===== src/rtl/stopwatch_ctrl_if.sv =====
// Front-panel bundle for the stopwatch: 100 Hz strobe and buttons in, BCD digits and status out.
interface stopwatch_ctrl_if;
  logic       clk_100;
  logic       btn_start;
  logic       btn_lap;
  logic [3:0] sec_tens;
  logic [3:0] sec_ones;
  logic [3:0] cs_tens;
  logic [3:0] cs_ones;
  logic       running;
  logic       lap_active;

  modport master (
    output clk_100, btn_start, btn_lap,
    input  sec_tens, sec_ones, cs_tens, cs_ones, running, lap_active
  );

  modport slave (
    input  clk_100, btn_start, btn_lap,
    output sec_tens, sec_ones, cs_tens, cs_ones, running, lap_active
  );
endinterface


===== src/rtl/stopwatch_ctrl.sv =====
// Stopwatch controller: edge-detected 100 Hz tick and buttons drive an IDLE/RUN/PAUSE/LAP FSM
// over a 4-digit BCD count (ss.cc). Define STOPWATCH_LAP_EN to build the LAP state and snapshot.
module stopwatch_ctrl (
  input  logic           clk,
  input  logic           rst_n,
  stopwatch_ctrl_if.slave sw
);

  localparam logic [1:0] ST_IDLE  = 2'd0;
  localparam logic [1:0] ST_RUN   = 2'd1;
  localparam logic [1:0] ST_PAUSE = 2'd2;
`ifdef STOPWATCH_LAP_EN
  localparam logic [1:0] ST_LAP   = 2'd3;
`endif

  // Digits packed as {sec_tens, sec_ones, cs_tens, cs_ones}; 59.99 wraps to 00.00.
  function automatic logic [15:0] bcd_inc(input logic [15:0] v);
    logic [15:0] r;
    r = v;
    if (v[3:0] != 4'd9) begin
      r[3:0] = v[3:0] + 4'd1;
    end else begin
      r[3:0] = 4'd0;
      if (v[7:4] != 4'd9) begin
        r[7:4] = v[7:4] + 4'd1;
      end else begin
        r[7:4] = 4'd0;
        if (v[11:8] != 4'd9) begin
          r[11:8] = v[11:8] + 4'd1;
        end else begin
          r[11:8]  = 4'd0;
          r[15:12] = (v[15:12] == 4'd5) ? 4'd0 : v[15:12] + 4'd1;
        end
      end
    end
    return r;
  endfunction

  logic        clk_100_q;
  logic        btn_start_q;
  logic        btn_lap_q;
  logic        tick;
  logic        start_ev;
  logic        lap_ev;
  logic [1:0]  state;
  logic [1:0]  state_nxt;
  logic        clr_cnt;
  logic        snap_ld;
  logic        counting;
  logic [15:0] count;
  logic [15:0] display;

  // Button delay flops reset high so a button held through reset release is not an edge.
  always_ff @(posedge clk or negedge rst_n) begin
    if (!rst_n) begin
      clk_100_q   <= 1'b0;
      btn_start_q <= 1'b1;
      btn_lap_q   <= 1'b1;
    end else begin
      clk_100_q   <= sw.clk_100;
      btn_start_q <= sw.btn_start;
      btn_lap_q   <= sw.btn_lap;
    end
  end

  assign tick     = sw.clk_100   & ~clk_100_q;
  assign start_ev = sw.btn_start & ~btn_start_q;
  assign lap_ev   = sw.btn_lap   & ~btn_lap_q;

  // start_ev is tested first in every state, so it wins over a same-cycle lap_ev.
  always_comb begin
    state_nxt = state;
    clr_cnt   = 1'b0;
    snap_ld   = 1'b0;
    case (state)
      ST_IDLE: begin
        if (start_ev) state_nxt = ST_RUN;
      end
      ST_RUN: begin
        if (start_ev) begin
          state_nxt = ST_PAUSE;
`ifdef STOPWATCH_LAP_EN
        end else if (lap_ev) begin
          state_nxt = ST_LAP;
          snap_ld   = 1'b1;
`endif
        end
      end
`ifdef STOPWATCH_LAP_EN
      ST_LAP: begin
        if (start_ev)    state_nxt = ST_PAUSE;
        else if (lap_ev) state_nxt = ST_RUN;
      end
`endif
      ST_PAUSE: begin
        if (start_ev) begin
          state_nxt = ST_RUN;
        end else if (lap_ev) begin
          state_nxt = ST_IDLE;
          clr_cnt   = 1'b1;
        end
      end
      default: state_nxt = ST_IDLE;
    endcase
  end

  always_ff @(posedge clk or negedge rst_n) begin
    if (!rst_n) state <= ST_IDLE;
    else        state <= state_nxt;
  end

  // Counting follows the current registered state, so the exit cycle from RUN/LAP still counts.
`ifdef STOPWATCH_LAP_EN
  assign counting = (state == ST_RUN) || (state == ST_LAP);
`else
  assign counting = (state == ST_RUN);
`endif

  always_ff @(posedge clk or negedge rst_n) begin
    if (!rst_n)                count <= 16'h0000;
    else if (clr_cnt)          count <= 16'h0000;
    else if (tick && counting) count <= bcd_inc(count);
  end

`ifdef STOPWATCH_LAP_EN
  logic [15:0] snap;

  // Snapshot takes the pre-increment value when a tick lands on the lap cycle.
  always_ff @(posedge clk or negedge rst_n) begin
    if (!rst_n)       snap <= 16'h0000;
    else if (snap_ld) snap <= count;
  end

  assign display       = (state == ST_LAP) ? snap : count;
  assign sw.lap_active = (state == ST_LAP);
  assign sw.running    = (state == ST_RUN) || (state == ST_LAP);
`else
  assign display       = count;
  assign sw.lap_active = 1'b0;
  assign sw.running    = (state == ST_RUN);
`endif

  assign sw.sec_tens = display[15:12];
  assign sw.sec_ones = display[11:8];
  assign sw.cs_tens  = display[7:4];
  assign sw.cs_ones  = display[3:0];

endmodule


===== src/flat_wrapper.sv =====
// flat-port wrapper written by rule: the top's interface ports become plain ports
module stopwatch_ctrl_flat 
  (clk, rst_n, sw_clk_100, sw_btn_start, sw_btn_lap, sw_sec_tens, sw_sec_ones, sw_cs_tens, sw_cs_ones, sw_running, sw_lap_active);
  stopwatch_ctrl_if sw_i ();
  input  logic clk;
  input  logic rst_n;
  input wire logic [$bits(sw_i.clk_100)-1:0] sw_clk_100;
  input wire logic [$bits(sw_i.btn_start)-1:0] sw_btn_start;
  input wire logic [$bits(sw_i.btn_lap)-1:0] sw_btn_lap;
  output wire logic [$bits(sw_i.sec_tens)-1:0] sw_sec_tens;
  output wire logic [$bits(sw_i.sec_ones)-1:0] sw_sec_ones;
  output wire logic [$bits(sw_i.cs_tens)-1:0] sw_cs_tens;
  output wire logic [$bits(sw_i.cs_ones)-1:0] sw_cs_ones;
  output wire logic [$bits(sw_i.running)-1:0] sw_running;
  output wire logic [$bits(sw_i.lap_active)-1:0] sw_lap_active;
  assign sw_i.clk_100 = sw_clk_100;
  assign sw_i.btn_start = sw_btn_start;
  assign sw_i.btn_lap = sw_btn_lap;
  assign sw_sec_tens = sw_i.sec_tens;
  assign sw_sec_ones = sw_i.sec_ones;
  assign sw_cs_tens = sw_i.cs_tens;
  assign sw_cs_ones = sw_i.cs_ones;
  assign sw_running = sw_i.running;
  assign sw_lap_active = sw_i.lap_active;
  stopwatch_ctrl u_core (.clk(clk), .rst_n(rst_n), .sw(sw_i));
endmodule

===== config.mk =====
export PLATFORM = sky130hd
export DESIGN_NAME = stopwatch_ctrl_flat
export DESIGN_NICKNAME = d
export VERILOG_FILES = /design/src/rtl/stopwatch_ctrl_if.sv /design/src/rtl/stopwatch_ctrl.sv /design/src/flat_wrapper.sv
export SDC_FILE = /design/constraint.sdc
export NUM_CORES = 1
export LEC_CHECK = 0
export CAP_MARGIN = 30
export CORE_MARGIN = 5
export CORE_UTILIZATION = 53
export CTS_BUF_LIST = sky130_fd_sc_hd__clkbuf_8
export DETAILED_ROUTE_END_ITERATION = 16
export PLACE_DENSITY = 0.79
export SETUP_SLACK_MARGIN = 0.02
export SLEW_MARGIN = 20
export SYNTH_ARGS = -nofsm -noshare
export SYNTH_HDL_FRONTEND = slang
export SYNTH_SLANG_ARGS = --single-unit

===== constraint.sdc =====
create_clock -name clk -period 2.4 [get_ports clk]
set_clock_uncertainty 0.1 [all_clocks]
set_input_delay 0.36 -clock clk [delete_from_list [all_inputs] [get_ports clk]]
set_output_delay 0.36 -clock clk [all_outputs]
set_load 0.005 [all_outputs]

==> impl_metrics.tcl, run 1 <==
set metrics [dict create \
    power.density_nw_per_um2 590 \
    num_antenna_cells 0 \
    synth_edf_count 0 \
    yosysMostFrequentCell "dfrtp_1" \
    cts_tree "yes" \
    cpMaxStageDelayCell "dfrtp_1" \
    grt_busiest_layer "met2" \
    die_h_um 56.8 \
    synthArstFlopShare_pct 100 \
    max_stage_delay_ns 0.44 \
    min_period_over_period_pct 81.9 \
    grtUsageTotal_pct 14.8 \
    hold_buffers 0 \
    critical_path_class "reg -> reg" \
    fmax_mhz 509 \
    clock_path_buffers 2 \
    synth_cell_types 34 \
    reg2reg_depth 6 \
    vias 939 \
    cap_violations 0 \
    synth_area_leaders "dfrtp_1 (41%), ha_1 (8.6%), a21oi_1 (4.8%)" \
    post-cts-setup-buffers 0 \
    yosys_warnings 0 \
    finalNetCount 156 \
    setup_viol 0 \
    cpLargestDelayFamily "simple AND/OR/NAND/NOR gates" \
    hp-class "in -> async" \
    drive_above_1_share_pct 9.15 \
    crit_buf_inv 1 \
    grt_max_degree 14 \
    critical_path.cell_chain "inv_1 > ha_1 > and3b_1 > nand2_1 > or3_1 > o31ai_2" \
    drcViolationCount 0 \
    initial_core_util_pct 53.9 \
    synth-simple-area-share_pct 26.6 \
    via_per_inst 5.52 \
    ys.flop_type "dfrtp_1" \
    status "finished clean" \
    netlist_instances 118 \
    finalSetupTns_ns 0 \
    grt_pass1_vias 925 \
    clkSinkCount 21 \
    fp.dieW_um 56.8 \
    reg2reg_to "u_core.count[7]$_DFFE_PN0P_" \
    core-area_um2 2150 \
    grt_remaining_overflow 0 \
    start_kind "register" \
    synth_area_leader_cell "dfrtp_1" \
    synth_commonest_cells "dfrtp_1 (19), nand2_1 (12), a21oi_1 (11), o21ai_0 (9), ha_1 (8)" \
    cts-resized-gates 0 \
    fin_area_um2 1450 \
    grt_util_met3_pct 3.45 \
    rows 17 \
    period_needed_ns 1.97 \
    cts_max_level 1 \
    rsz0062_at_grt "no" \
    synth_top_family_by_area "simple AND/OR/NAND/NOR gates" \
    synth_nets 131 \
    drtIter0Drc 16 \
    dp_hpwl_um 1690 \
    cts_root_buf "clkbuf_8" \
    cp_data_required_time_ns 2.47 \
    worstSetupEndpointType "register" \
    ios 23 \
    area_growth_pct 25.1 \
    critical_path_arrival_ns 2.04 \
    io_buffer_count 21 \
    ant_nets 0 \
    seq_area_frac_synth_pct 45.6 \
    clk_latency_ns 0.25 \
    timing.rr.start "u_core.count[1]$_DFFE_PN0P_" \
    rrSetupSlack_ns 0.43 \
    synth_xor_area_share_pct 0 \
    final_hold_viol_count 0 \
    ir_drop_mv 0.418 \
    die_area_um2 3220 \
    synthMuxAreaShare_pct 0.864 \
    syn-cell-area_um2 1160 \
    clkTransAtPathRegs_ns 0.08 \
    place.gp.congestion 0.759 \
    ys_ff_latch 21 \
    cts_made_buffers 3 \
    drv_slew 0 \
    antenna_found_initial 0 \
    synth_top_cell_area_share_pct 41.0 \
    p_leak_uw 0.000619 \
    synth-adder-area-share_pct 8.64 \
    grt_first_pass_wirelength_um 3930 \
    place_area_um2 1400 \
    synth_compound_area_share_pct 14.1 \
    cp_max_fo 6 \
    dr.pass1.iters 4 \
    wirelength_um 2220 \
    avgSynthCellArea_um2 9.82 \
    wl_per_cell_um 13.1 \
    groute.layer.met2.usage_pct 23.4 \
    grtUsageMet1_pct 20.8 \
]
metrics by stage:
stage / utilization (%) / power (µW) / cells / setup slack [ns] / hold WS [ns]
finish: 67.4 / 855 / 170 / 0.434 / 0.324
global route: 67.4 / 913 / 170 / 0.312 / 0.348
CTS: 67.4 / 865 / 170 / 0.449 / 0.338
detailed placement: 65.2 / 629 / 166 / 0.329 / 0.433
global placement: 65.2 / 617 / 166 / 0.383 / 0.432
floorplan: - / 526 / 118 / 0.678 / -0.0356
worst max-delay path by stage:
| stage | from | to | slack [ns] | depth (start not counted) |
|---|---|---|---|---|
| after floorplan | u_core.count[1]$_DFFE_PN0P_ | u_core.count[7]$_DFFE_PN0P_ | 0.68 | 7 |
| after global placement | sw_clk_100 | u_core.count[7]$_DFFE_PN0P_ | 0.38 | 5 |
| after detailed placement | sw_clk_100 | u_core.count[7]$_DFFE_PN0P_ | 0.33 | 5 |
| final | u_core.count[1]$_DFFE_PN0P_ | u_core.count[7]$_DFFE_PN0P_ | 0.43 | 6 |
| after global routing | u_core.count[1]$_DFFE_PN0P_ | u_core.count[7]$_DFFE_PN0P_ | 0.31 | 6 |
| after CTS | u_core.count[1]$_DFFE_PN0P_ | u_core.count[7]$_DFFE_PN0P_ | 0.45 | 6 |
cells by family after synthesis:
kind of cell / count (synthesis)
multiplexers: 1
other: 1
adder cells (fa/ha/maj): 8
AO/OA/AOI/OAI: 27
AND/OR/NAND/NOR: 50
buffers and inverters: 10
flip-flops: 21
worst register-to-register path: stages (launching register included):
cell and delay, ns:
dfrtp_1 0.44, inv_1 0.08, ha_1 0.16, and3b_1 0.34, nand2_1 0.18, or3_1 0.38
o31ai_2 0.21
state kept, by name, summed over array words and instances (netlist names):
register and flops:
u_core.btn_lap_q 1, u_core.btn_start_q 1, u_core.clk_100_q 1, u_core.count 16, u_core.state 2
routing by layer:
| metal | wire length (µm) | vias to the layer above |
|---|---|---|
| li1 | - | 466 |
| met1 | 1080 | 444 |
| met2 | 1010 | 27 |
| met3 | 115 | 2 |
| met4 | 14 | 0 |
| met5 | 0 | - |
layout make-up:
cell class,instances,area (µm²)
fillers,167,699
multi-input cells,87,586
flip-flops and latches,21,528
repair buffers,23,225
clock buffers,3,41.3
well taps,28,35.0
inverters,7,26.3
clock inverters,1,7.51
report_power, final:
group	internal [µW]	switching (µW)
Clock	117	116
Combinational	104	81.1
Sequential	391	46.5
placed cells by master, fill, tap and decap left out, drive strengths merged:
master	instances
clkdlybuf4s50	21
dfrtp	19
nand2	12
a21oi	11
o21ai	9
ha	8
inv	7
nand3	7
or3	6
nor2	5
and3b	4
nor3	3
clkbuf	3
nand2b	2
nor2b	2
and2	2
buf	2
dfstp	2
and4bb	1
a2111o	1
and3	1
o221a	1
nand4bb	1
nand4	1
or4	1
o22ai	1
or3b	1
nand3b	1
a21boi	1
mux2i	1
a31oi	1
a32oi	1
o31ai	1
conb	1
clkinvlp	1
No activity file was read; power rests on OpenSTA's default activity.
==> inputs of run 2 (changes only) <==
==> constraint.sdc (replaced) <==
create_clock -name clk -period 2 [get_ports clk]
set_clock_uncertainty 0.1 [all_clocks]
set_input_delay 0.3 -clock clk [delete_from_list [all_inputs] [get_ports clk]]
set_output_delay 0.3 -clock clk [all_outputs]
set_load 0.005 [all_outputs]
==> impl_metrics.tcl, run 2 (synthesized netlist as in run 1, its figures left out) <==
set metrics [dict create \
    clk_latency_ns 0.26 \
    clkTransAtPathRegs_ns 0.08 \
    num_antenna_cells 0 \
    reg2reg_depth 6 \
    whs_ns 0.287 \
    die_h_um 56.8 \
    worstSetupEndpointType "register" \
    via_per_inst 5.62 \
    groute.layer.met2.usage_pct 28.2 \
    finalNetCount 161 \
    vias 984 \
    grt_pass1_vias 957 \
    cap_violations 0 \
    power_switching_uw 290 \
    final_hold_viol_count 0 \
    start_kind "register" \
    area_growth_pct 28.2 \
    grt_util_met3_pct 2.76 \
    min_period_over_period_pct 92.3 \
    io_buffer_count 21 \
    ios 23 \
    cts_root_buf "clkbuf_8" \
    wl_per_cell_um 14.0 \
    critical_path_arrival_ns 1.91 \
    post-route-worst-setup-slack_ns 0.153 \
    clkPwrFrac_pct 26.2 \
    p_int_uw 746 \
    clkSinkCount 21 \
    antenna_found_initial 0 \
    critical_path_class "reg -> reg" \
    wirelength_um 2460 \
    finalPower_uw 1040 \
    hp-class "in -> async" \
    drive_above_1_share_pct 12.9 \
    cts_tree "yes" \
    largest_reg_flops 16 \
    ant_nets 0 \
    rsz0062_at_grt "no" \
    power.density_nw_per_um2 697 \
    fmax_mhz 541 \
    cp_max_fo 6 \
    core-area_um2 2150 \
    dp_hpwl_um 1810 \
    seqPwrFrac_pct 49.8 \
    cts_made_buffers 3 \
    die_area_um2 3220 \
    top_regs "u_core.count: 16 flops, u_core.state: 2 flops" \
    n_fill_cell 168 \
    comb_power_share_pct 23.9 \
    setup_viol 0 \
    grt_busiest_layer "met2" \
    rows 17 \
    cts_max_level 1 \
    period_needed_ns 1.85 \
    drv_slew 0 \
    status "finished clean" \
    initial_core_util_pct 53.9 \
    grtUsageTotal_pct 16.1 \
    cp_data_required_time_ns 2.07 \
    grt_first_pass_wirelength_um 4160 \
    drcViolationCount 0 \
    grt_max_degree 22 \
    regMostFlops "u_core.count" \
    hold_buffers 0 \
    grt_remaining_overflow 0 \
    fp.dieW_um 56.8 \
    place.gp.congestion 0.708 \
    fin_util_pct 69.1 \
    layout_commonest_cell "clkdlybuf4s50_1" \
    pre_cts_slack_ns -0.000731 \
    p_leak_uw 0.000644 \
    final_cell_mix "clkdlybuf4s50_1 (21), dfrtp_1 (19), nand2_1 (12), a21oi_1 (11), o21ai_0 (9)" \
    ir_drop_mv 0.506 \
    switching_share_pct 28.0 \
    clock_path_buffers 2 \
    grtUsageMet1_pct 19.9 \
    dr.pass1.iters 4 \
    drtIter0Drc 25 \
]
[run 2: cell count changes in the layout (fill, tap and decap cells not counted)]
cell	before	now
and3b_1	4	3
clkinvlp_4	1	0
and3b_2	0	1
clkinv_2	0	1
buf_4	2	7
[run 2: repair_timing]
item / in CTS / in global routing
setup endpoints to repair: 0 / 8
setup buffers: 0 / 0
resized for setup: 0 / 1
endpoints found under the hold margin: 0 / 0
[run 2: cell type report]
class / count / area, µm² / area share [%]
multi-input combinational: 87 / 587 / 39.5
sequential: 21 / 528 / 35.6
timing repair buffer: 28 / 263 / 17.7
clock buffer: 3 / 41.3 / 2.78
tap: 28 / 35.0 / 2.36
inverter: 7 / 26.3 / 1.77
clock inverter: 1 / 5.00 / 0.337
[run 2: worst paths after layout]
check                                             from  slack [ns]                           to
hold / removal                                   rst_n        0.29  u_core.count[8]$_DFFE_PN0P_
setup reg to reg           u_core.count[1]$_DFFE_PN0P_        0.15  u_core.count[7]$_DFFE_PN0P_
max in group asynchronous                        rst_n        1.24   u_core.btn_lap_q$_DFF_PN1_
min in group clk                            sw_btn_lap        0.37   u_core.btn_lap_q$_DFF_PN1_
setup / recovery           u_core.count[1]$_DFFE_PN0P_        0.15  u_core.count[7]$_DFFE_PN0P_
hold reg to reg            u_core.state[0]$_DFFE_PN0P_        0.48  u_core.state[0]$_DFFE_PN0P_
[run 2: metal layers]
metal | part of all wire, % | vias up
li1 | - | 474
met1 | 41 | 468
met2 | 51 | 38
met3 | 6.9 | 4
met4 | 0.94 | 0
met5 | 0 | -
[run 2: worst max-delay path, stage by stage (launching register included)]
cell	delay, ns
dfrtp_1	0.43
inv_1	0.08
ha_1	0.16
and3b_2	0.29
nand2_1	0.09
or3_1	0.36
o31ai_2	0.25
[run 2: per-stage QoR]
| step | cells | setup TNS, ns | area (µm²) |
|---|---|---|---|
| 2_1_floorplan | 118 | 0 | 1160 |
| 3_3_place_gp | 171 | 0 | 1440 |
| 3_5_place_dp | 171 | -0.000731 | 1440 |
| 4_1_cts | 175 | 0 | 1480 |
| 5_1_grt | 175 | 0 | 1490 |
| 6_report | 175 | 0 | 1490 |
[run 2: power groups by stage]
stage               clock [µW]  sequential, µW  combinational [µW]
floorplan                    0             523                 108
global placement             0             519                 239
detailed placement           0             524                 247
CTS                        280             515                 249
global route               304             523                 281
finish                     272             516                 248
==> inputs of run 3 (changes only) <==
==> constraint.sdc (replaced) <==
create_clock -name clk -period 1.73 [get_ports clk]
set_clock_uncertainty 0.1 [all_clocks]
set_input_delay 0.2595 -clock clk [delete_from_list [all_inputs] [get_ports clk]]
set_output_delay 0.2595 -clock clk [all_outputs]
set_load 0.005 [all_outputs]
==> impl_metrics.tcl, run 3 (synthesized netlist as in run 1, its figures left out) <==
set metrics [dict create \
    stdcell_count 189 \
    failed_checks "setup timing" \
    power.density_nw_per_um2 758 \
    fp.dieW_um 56.8 \
    status "finished with violations" \
    area_growth_pct 43.4 \
    grtUsageTotal_pct 16.1 \
    seq_area_um2 528 \
    num_antenna_cells 0 \
    grt_pass1_vias 959 \
    hp-class "in -> async" \
    drive_above_1_share_pct 30.4 \
    switching_share_pct 28.9 \
    clock_path_buffers 2 \
    start_kind "register" \
    finalNetCount 175 \
    period_needed_ns 1.77 \
    grt_remaining_overflow 0 \
    clk_latency_ns 0.25 \
    critical_path_arrival_ns 1.85 \
    wl_per_cell_um 14.5 \
    antenna_found_initial 0 \
    final_cell_mix "buf_4 (21), clkdlybuf4s50_1 (19), dfrtp_1 (19), nand2_1 (11), o21ai_0 (9)" \
    clkPwrFrac_pct 24.8 \
    rows 17 \
    die_area_um2 3220 \
    cts_max_level 1 \
    p_int_uw 896 \
    cts_root_buf "clkbuf_8" \
    ant_nets 0 \
    comb_power_share_pct 28.8 \
    grt_max_degree 22 \
    fin_util_pct 77.3 \
    core-area_um2 2150 \
    seqPwrFrac_pct 46.4 \
    min_period_over_period_pct 102 \
    p_leak_uw 0.000748 \
    dp.cells 182 \
    dp_hpwl_um 1800 \
    initial_core_util_pct 53.9 \
    ios 23 \
    worstSetupEndpointType "register" \
    drcViolationCount 0 \
    via_per_inst 5.52 \
    place.gp.congestion 0.742 \
    post-route-worst-setup-slack_ns -0.0360 \
    cts_made_buffers 3 \
    critical_path_class "reg -> reg" \
    rsz0062_at_grt "yes" \
    drv_slew 0 \
    multi_input_area_um2 658 \
    clkSinkCount 21 \
    dr.pass1.iters 4 \
    fmax_mhz 566 \
    n_fill_cell 149 \
    cp_max_fo 7 \
    grt_first_pass_wirelength_um 4180 \
    vias 1043 \
    final_hold_viol_count 0 \
    die_h_um 56.8 \
    power_switching_uw 364 \
    cap_violations 0 \
    layout_commonest_cell "buf_4" \
    wirelength_um 2730 \
    ir_drop_mv 0.681 \
    setup_viol 2 \
    top_regs "u_core.count: 16 flops, u_core.state: 2 flops" \
    rrSetupSlack_ns -0.04 \
    cp_data_required_time_ns 1.82 \
    largest_reg_flops 16 \
    io_buffer_count 21 \
    drtIter0Drc 31 \
    cts_tree "yes" \
    regMostFlops "u_core.count" \
    clkTransAtPathRegs_ns 0.08 \
]
==> run 3: changes by cell type in the layout (fill, tap and decap cells not counted), moves of 2 or more <==
cell,change
a21oi_1,-6
a21oi_2,+6
and3b_1,-2
and3b_2,+2
buf_4,+14
clkdlybuf4s50_1,-2
ha_1,-2
or3_1,-3
or3_4,+3
==> run 3: final timing paths <==
kind | startpoint | to | cells after the start
hold reg to reg | u_core.count[7]$_DFFE_PN0P_ | u_core.count[7]$_DFFE_PN0P_ | 1
setup reg to reg | u_core.count[9]$_DFFE_PN0P_ | u_core.count[15]$_DFFE_PN0P_ | 6
setup / recovery | u_core.count[9]$_DFFE_PN0P_ | u_core.count[15]$_DFFE_PN0P_ | 6
min in group clk | sw_btn_start | u_core.btn_start_q$_DFF_PN1_ | 1
max in group asynchronous | rst_n | u_core.btn_lap_q$_DFF_PN1_ | 2
hold / removal | rst_n | u_core.count[0]$_DFFE_PN0P_ | 2
==> run 3: per-stage QoR <==
stage                     area, µm²  power [µW]  setup TNS (ns)  hold slack (ns)  worst slack [ns]
after floorplan                1170         731               0           -0.136            0.0191
after global placement         1530         908           -1.23            0.427            -0.141
after detailed placement       1530         922           -1.61            0.434            -0.180
after CTS                      1580        1230               0            0.260            0.0121
after global routing           1660        1350          -0.465            0.292            -0.104
final                          1660        1260         -0.0432            0.248           -0.0360
==> run 3: worst max-delay path, cell delays in order (launching register included) <==
cell,delay (ns)
dfrtp_1,0.40
inv_1,0.07
ha_2,0.17
and3b_2,0.24
nand4_4,0.15
or4_4,0.44
a21oi_2,0.13
==> run 3: what timing repair did <==
action,CTS,global route
gates resized for setup,5,17
setup buffers,1,2
hold buffers,0,0
cloned,0,0
pin swaps,3,6
endpoints found under the setup margin,10,13
==> run 3: area by class of cell <==
class,instances,area share (%)
multi-input combinational,87,39.6
inverter,7,1.58
sequential,21,31.8
timing repair buffer,42,22.2
clock inverter,1,0.226
tap,28,2.11
clock buffer,3,2.48
==> run 3: per-layer routing <==
layer  vias to the layer above  wire length [µm]  track usage, %
met1                       502              1140            21.1
met5                         -                 0               0
met4                         0                36            4.64
li1                        504                 -               -
met2                        33              1390            26.4
met3                         4               162            3.68
==> run 3: power groups by stage <==
stage	logic, µW	registers [µW]	clock network [µW]
global placement	327	581	0
floorplan	126	605	0
finish	363	585	312
detailed placement	338	584	0
CTS	334	574	322
global route	415	592	342
